### config.mk
export PLATFORM = sky130hd
export DESIGN_NAME = opl2_host_if
export DESIGN_NICKNAME = d
export VERILOG_FILES = /design/src/rtl/opl2_host_if.sv
export SDC_FILE = /design/constraint.sdc
export NUM_CORES = 1
export LEC_CHECK = 0
export ABC_AREA = 1
export CORE_ASPECT_RATIO = 1.25
export CORE_MARGIN = 4
export CORE_UTILIZATION = 50
export CTS_BUF_LIST = sky130_fd_sc_hd__clkbuf_16
export DETAILED_ROUTE_END_ITERATION = 12
export GPL_TIMING_DRIVEN = 0
export HOLD_SLACK_MARGIN = 0.02
export PLACE_DENSITY_LB_ADDON = 0.08
export SKIP_LAST_GASP = 1
export SLEW_MARGIN = 20
export SYNTH_ARGS = -nofsm -noshare
export SYNTH_HDL_FRONTEND = slang
export SYNTH_SLANG_ARGS = --single-unit
export TNS_END_PERCENT = 1
### constraint.sdc
create_clock -name clk -period 1.6 [get_ports clk]
set_input_delay 0.32 -clock clk [delete_from_list [all_inputs] [get_ports clk]]
set_output_delay 0.32 -clock clk [all_outputs]
set_load 0.03 [all_outputs]
### src/rtl/opl2_host_if.sv
// OPL2 host port: CPU address/data writes -> opl2_reg_wr stream, timers 1/2, status and IRQ.
// Optional write-busy throttling is enabled with `define OPL2_HOST_IF_BUSY_EN.
module opl2_host_if #(
    parameter int unsigned BUSY_ADDR_CYCLES = 12,
    parameter int unsigned BUSY_DATA_CYCLES = 84,
    parameter int unsigned T1_PRESCALE      = 4,
    parameter int unsigned T2_PRESCALE      = 16
) (
    input  logic        clk,
    input  logic        reset_n,
    input  logic        sample_clk_en,
    input  logic        cpu_cs,
    input  logic        cpu_wr,
    input  logic        cpu_rd,
    input  logic        cpu_a0,
    input  logic [7:0]  cpu_din,
    output logic [7:0]  cpu_dout,
    output logic        irq_n,
    output logic        busy,
    output logic [16:0] opl2_reg_wr
);
    localparam int unsigned P1W = (T1_PRESCALE > 1) ? $clog2(T1_PRESCALE) : 1;
    localparam int unsigned P2W = (T2_PRESCALE > 1) ? $clog2(T2_PRESCALE) : 1;

    logic           wr_d, rd_d;
    logic           wr_ev, rd_ev, wr_acc;
    logic [7:0]     addr_latch;
    logic [7:0]     t1_preset, t2_preset, cnt1, cnt2;
    logic           st1, st2, mask1, mask2, flag1, flag2;
    logic [P1W-1:0] p1;
    logic [P2W-1:0] p2;
    logic           tick1, tick2;
    logic [7:0]     status;

    assign wr_ev  = cpu_cs & cpu_wr & ~wr_d;
    assign rd_ev  = cpu_cs & cpu_rd & ~rd_d;
    assign tick1  = sample_clk_en && (p1 == P1W'(T1_PRESCALE - 1));
    assign tick2  = sample_clk_en && (p2 == P2W'(T2_PRESCALE - 1));
    assign status = {flag1 | flag2, flag1, flag2, 5'b0};

`ifdef OPL2_HOST_IF_BUSY_EN
    localparam int unsigned BMAX = (BUSY_DATA_CYCLES > BUSY_ADDR_CYCLES) ? BUSY_DATA_CYCLES : BUSY_ADDR_CYCLES;
    localparam int unsigned BW   = $clog2(BMAX + 1);

    logic [BW-1:0] busy_cnt;

    assign busy   = (busy_cnt != '0);
    assign wr_acc = wr_ev & ~busy;

    always_ff @(posedge clk or negedge reset_n) begin
        if (!reset_n) begin
            busy_cnt <= '0;
        end else if (wr_acc) begin
            busy_cnt <= cpu_a0 ? BW'(BUSY_DATA_CYCLES) : BW'(BUSY_ADDR_CYCLES);
        end else if (busy_cnt != '0) begin
            busy_cnt <= busy_cnt - 1'b1;
        end
    end
`else
    assign busy   = 1'b0;
    assign wr_acc = wr_ev;
`endif

    always_ff @(posedge clk or negedge reset_n) begin
        if (!reset_n) begin
            wr_d        <= 1'b0;
            rd_d        <= 1'b0;
            cpu_dout    <= '0;
            irq_n       <= 1'b1;
            opl2_reg_wr <= '0;
            addr_latch  <= '0;
            t1_preset   <= '0;
            t2_preset   <= '0;
            cnt1        <= '0;
            cnt2        <= '0;
            st1         <= 1'b0;
            st2         <= 1'b0;
            mask1       <= 1'b0;
            mask2       <= 1'b0;
            flag1       <= 1'b0;
            flag2       <= 1'b0;
            p1          <= '0;
            p2          <= '0;
        end else begin
            wr_d        <= cpu_cs & cpu_wr;
            rd_d        <= cpu_cs & cpu_rd;
            opl2_reg_wr <= '0;
            irq_n       <= ~(flag1 | flag2);

            // Status is sampled before this edge's flag updates (pre-set value).
            if (rd_ev)
                cpu_dout <= cpu_a0 ? 8'hFF : status;

            if (sample_clk_en) begin
                p1 <= tick1 ? '0 : p1 + 1'b1;
                p2 <= tick2 ? '0 : p2 + 1'b1;
            end

            if (st1 && tick1) begin
                if (cnt1 == 8'hFF) begin
                    cnt1 <= t1_preset;
                    if (!mask1) flag1 <= 1'b1;
                end else begin
                    cnt1 <= cnt1 + 8'd1;
                end
            end

            if (st2 && tick2) begin
                if (cnt2 == 8'hFF) begin
                    cnt2 <= t2_preset;
                    if (!mask2) flag2 <= 1'b1;
                end else begin
                    cnt2 <= cnt2 + 8'd1;
                end
            end

            // Placed after the timer updates so a clear or start load wins over a same-edge tick.
            if (wr_acc) begin
                if (!cpu_a0) begin
                    addr_latch <= cpu_din;
                end else begin
                    opl2_reg_wr <= {1'b1, addr_latch, cpu_din};
                    case (addr_latch)
                        8'h02: t1_preset <= cpu_din;
                        8'h03: t2_preset <= cpu_din;
                        8'h04: begin
                            if (cpu_din[7]) begin
                                flag1 <= 1'b0;
                                flag2 <= 1'b0;
                            end else begin
                                mask1 <= cpu_din[6];
                                mask2 <= cpu_din[5];
                                st2   <= cpu_din[1];
                                st1   <= cpu_din[0];
                                if (cpu_din[0] && !st1) cnt1 <= t1_preset;
                                if (cpu_din[1] && !st2) cnt2 <= t2_preset;
                            end
                        end
                        default: ;
                    endcase
                end
            end
        end
    end
endmodule

# --- Yosys cells after proc, flatten, opt, wreduce, memory -nomap -nowiden ---
# Cells that the tools add are included.
# Widths: inputs -> output; s select.
word_totals:
  reg_bits: 80
  in_bits: 15
  elab_cells: 84
op_classes:
  n_addsub: 4
  n_eq_ne: 7
  muxes: 33
  bitwise: 10
  n_reduce_logical: 12
ops:
  columns: ["operator", "count"]
  rows:
  - ["$mux 8", 15]
  - ["$mux 17", 2]
  - ["$add 8x1->8 const B", 2]
  - ["$eq 8x2->1 const B", 2]
  - ["$eq 8x8->1 const B", 2]
  - ["$mux 1", 14]
  - ["$eq 8x3->1 const B", 1]
  - ["$logic_and 1x1->1", 6]
  - ["$reduce_and 3->1", 2]
  - ["$not 1->1", 5]
  - ["$add 4x1->4 const B", 1]
  - ["$and 1x1->1", 4]
  - ["$eq 4x4->1 const B", 1]
  - ["$mux 4", 1]
  - ["$reduce_and 4->1", 1]
  - ["$add 2x1->2 const B", 1]
  - ["$eq 2x2->1 const B", 1]
  - ["$logic_not 1->1", 2]
  - ["$mux 2", 1]
  - ["$reduce_and 2->1", 1]
  - ["$or 1x1->1", 1]

# --- Logic depth before layout (Yosys ltp) ---
depth:
  depth_word: 9
  depth_mapped: 10
  ltp_nobuf: 10

# --- Worst setup path before layout ---
# No wires, ideal clock.
synth_timing:
  path_kind: "reg-to-reg"
  from: "reg cnt1[0]"
  to: "reg cnt1[7]"
  setup_ns: 0.113
  arrival_ns: 1.415
  required_time_ns: 1.487
  setup_slack_ns: 0.072
  stages_incl_launch_ff: 11
  path_cell_list: "dfrtp_1 > ha_1 > nand2_1 > nor2_1 > nand2_1 > nand2_1 > nand2_1 > nand2_1 > nand3_1 > nand2_1 > inv_1"
synth_between:
  elab_chain_len: 8
  elab_cells_between_ends: 9
  classes_between: "add/sub (1); eq/ne (1); mux (7)"
synth_rtl:
  columns: ["element", "line", "rtl"]
  rows:
  - ["start: declaration", "28", "logic [7:0] t1_preset, t2_preset, cnt1, cnt2;"]
  - ["start signal: assignment", "101", "cnt1 <= t1_preset;"]
  - ["start signal: assignment", "104", "cnt1 <= cnt1 + 8'd1;"]
  - ["start signal: assignment", "135", "if (cpu_din[0] && !st1) cnt1 <= t1_preset;"]
  - ["$add 8x1->8 / $eq 8x8->1 (equally long branches)", "104, 100", null]
  - ["$mux 8 *", "100", "if (cnt1 == 8'hFF) begin"]
  - ["$mux 8 *", "99", "if (st1 && tick1) begin"]
  - ["$mux 8", "135", null]
  - ["$mux 8", "127", "if (cpu_din[7]) begin"]
  - ["$mux 8", "123", "case (addr_latch)"]
  - ["$mux 8", "119", "if (!cpu_a0) begin"]
  - ["$mux 8 *", "118", "if (wr_acc) begin"]
# Mark *: on every way between the ends. The rest lies on a longest branch, timed or not.
# A chain may end at the register's enable or synchronous reset.

# --- Final worst setup path ---
layout_timing:
  from: "in cpu_a0"
  to: "reg t1_preset[5]"
layout_between:
  elab_chain_len: 1
layout_rtl:
  columns: ["element", "line", "rtl"]
  rows:
  - ["start: declaration", "15", "input logic cpu_a0,"]
  - ["$reduce_and 3->1 (no source line)", null, null]
  - ["end signal: assignment", "124", "8'h02: t1_preset <= cpu_din;"]
  - ["end: declaration", "28", null]
# Every way passes these cells.

==> metrics.md <==
| Metric | Value |
|---|---|
| Startpoint type of the worst setup path | input pin |
| Slew of the pin with the lowest slew margin | around 0.53 ns |
| Fin. Hold Viols | 0 |
| CTS clk-pin slew, worst paths | around 0.06 ns |
| Top FF cell, synth | dfrtp_1 |
| Routed len/inst | between 10 and 15 um |
| Cell total after placement | between 500 and 600 |
| Post-synth EDFFs | 0 |
| Largest net degree at the start of global routing | between 50 and 60 |
| Worst EP arrival | between 1.5 and 2 ns |
| CTS Sinks | 76 |
| Clock Skew | roughly 0.0054 ns |
| CTS tree | yes |
| Synth cell count leaders | 127 x nand2_1, 75 x dfrtp_1, 56 x inv_1 |
| Status | finished, violations left |
| Chip width | between 80 and 90 um |
| Max frequency | 583 MHz |
| Static leakage | between 0.002 and 0.0025 uW |
| Grt ovf | 0 |
| CP required | 1.80 ns |
| Setup slack after layout | -0.116 ns |
| Buffers on Ports | 40 |
| Post-route ant nets | 0 |
| Fill count | ~600 |
| Setup crit end kind | flop |
| FF+latch count, synth | 76 |
| Reg-to-reg endpoint | cnt2[0] |
| DRC viols | 0 |
| Initial antenna violation count | 0 |
| First-pass GRT wire length | 14000 um |
| Synth-to-layout area growth | 25.8% |
| Worst R2R Path Depth | 7 |
| CTS Buffer Depth | 2 |
| Diodes inserted | 0 |
| Starting Density | 51.2% |
| Count leader, synth | nand2_1 |
| Number of global-route vias before repair | roughly 2900 |
| Tcrit/Tclk final | 107% |
| Die area | 8510 um2 |
| Drt pass-1 iters | 4 |
| Synth top area share | a little over half |
| Critical Path Start | cpu_a0 |
| Core Rows | 34 |
| Cell Area, Synth | ~3500 um2 |
| Hold crit path type | in2async |
| Normalized max-slew margin | 65.0% |
| Final Slew Violations | 0 |
| VDD IR max | roughly 800 uV |
| RSZ-0062 raised after global routing | true |
| Failing checks | setup timing |
| Mapped Cells | 442 |
| Crit path kind | in2reg |
| Unique masters post-synth | 27 |
| Min Tclk post-route | about 1.7 ns |
| Worst-Skew Late Latency | 0.34 ns |
| Die Height | 102 um |
| DR iter-0 viols | 210 |
| Post-synthesis sequential area ratio | between 50% and 60% |
| Fin nets | ~520 |
| Share of cells above drive strength 1 | 9.70% |
| CTS Root Buffer Type | clkbuf_16 |
| Total number of vias | ~3000 |
| Max-Cap Viols | 0 |
| Power, Total | ~5100 uW |
| Via density per instance | about 5 |
| # setup viols final | 54 |
| Synth area leaders | dfrtp_1 53%, nand2_1 13%, inv_1 5.9% |
| Max FO, Critical Path | 10 |
| Worst Setup EP | t1_preset[5] |
| Non-Filler Instances | ~600 |
| H-tree levels | 3 |
| Detailed Place HPWL | 5650 um |
| Syn_area_per_cell | 8.03 um2 |
| # IOs | 42 |
| Total nets after synthesis | between 400 and 500 |
| Cell taking the most area after synthesis | dfrtp_1 |
| Num CTS Buffers | 9 |
| DRT Wirelength | just under 8000 um |
| R2r setup slk | -0.11 ns |
| Post-synthesis async set-or-reset flop share | 100% |
| GRT Overall Usage | between 20% and 30% |
| Core ar. | 6930 um2 |
| Gpl congestion | 0.903 |
| Worst R2R Start | addr_latch[6] |
| Hold slack | 0.401 ns |
| Ys Warns | 0 |
| Pwr/cell area | approximately 1100 nW/um2 |
[registers in the layout, indices dropped and copies added, names as in the netlist]
| signal | flops |
|---|---|
| addr_latch | 8 |
| cnt1 | 8 |
| cnt2 | 8 |
| cpu_dout | 4 |
| flag1 | 1 |
| flag2 | 1 |
| irq_n | 1 |
| mask1 | 1 |
| mask2 | 1 |
| opl2_reg_wr | 17 |
| p1 | 2 |
| p2 | 4 |
| rd_d | 1 |
| st1 | 1 |
| st2 | 1 |
| t1_preset | 8 |
| t2_preset | 8 |
| wr_d | 1 |
[logic make-up (layout without fill, tap and decap cells)]
| kind of cell | Yosys count | count (layout) | share of synthesized area [%] |
|---|---|---|---|
| and+or+nand+nor | 240 | 240 | 29.0 |
| xor gates and xnor gates | 3 | 3 | 0.741 |
| buffers and inverters | 71 | 134 | 8.29 |
| adders and majority gates | 4 | 4 | 1.41 |
| AOI/OAI and AO/OA | 47 | 47 | 6.77 |
| other | 1 | 1 | 0.106 |
| DFF | 76 | 76 | 53.7 |
[through the flow]
stage | util, % | area [um2] | TNS [ns] | worst slack (ns)
final | 64.3 | 4460 | -3.11 | -0.116
after global routing | 64.3 | 4460 | -8.84 | -0.249
after CTS | 63.5 | 4400 | -5.75 | -0.225
after detailed placement | 58.9 | 4090 | -23.63 | -0.633
after global placement | 58.6 | 4060 | -203.86 | -2.40
after floorplan | - | 3550 | 0 | 0.0719
[layout by cell type, fill, tap and decap left out, types with 9 or more instances in the layout]
cell / count
nand2_1: 126
dfrtp_1: 75
inv_1: 56
nor2_1: 46
o21ai_0: 42
nand3_1: 36
clkdlybuf4s50_1: 33
nand4_1: 15
buf_4: 11
clkbuf_16: 9
[power breakdown]
group / internal (uW) / switching, uW
sequential: 2150 / 204
combinational: 329 / 491
clock: 1070 / 829
[worst min path at each step]
stage / startpoint / to / slack [ns] / depth (start not counted)
6_report: reset_n / cpu_dout[5] / 0.40 / 2
3_5_place_dp: reset_n / cpu_dout[5] / 0.22 / 1
5_1_grt: reset_n / opl2_reg_wr[1] / 0.42 / 2
4_1_cts: reset_n / opl2_reg_wr[1] / 0.41 / 2
2_1_floorplan: reset_n / addr_latch[0] / 0.02 / 0
3_3_place_gp: flag2 / irq_n / 0.44 / 1
[final cells by class]
class	instances	area [um2]	share of cell area (%)
flip-flops and latches	76	1900	42.7
clock buffers	9	225	5.05
plain buffers	12	72.6	1.63
clock inverters	7	57.6	1.29
inverters	59	223	4.99
multi-input cells	295	1400	31.4
well taps	90	113	2.52
repair buffers	47	469	10.5
[worst max-delay path, cell delays in order]
cell and delay (ns):
clkdlybuf4s50_1 0.54, inv_2 0.09, nor3_4 0.25, inv_2 0.16
nor2_4 0.16, nand2_4 0.10, buf_6 0.16, nand2_1 0.05
o21ai_0 0.09
[layer usage]
layer  global-route usage (%)  vias to the layer above  share of wire, %
li1                         -                     1521                 -
met1                     28.1                     1391                46
met2                     33.5                       48                49
met3                     4.44                       13               3.6
met4                     8.05                        0               1.8
met5                        0                        -                 0
[timing repair]
| action | CTS | global route |
|---|---|---|
| pin swaps | 1 | 1 |
| setup endpoints to repair | 64 | 63 |
| buffers inserted | 2 | 3 |
| endpoints found under the hold margin | 18 | 0 |
| hold buffers | 1 | 0 |
| gates resized for setup | 9 | 10 |
(Power assumes the default switching activity.)
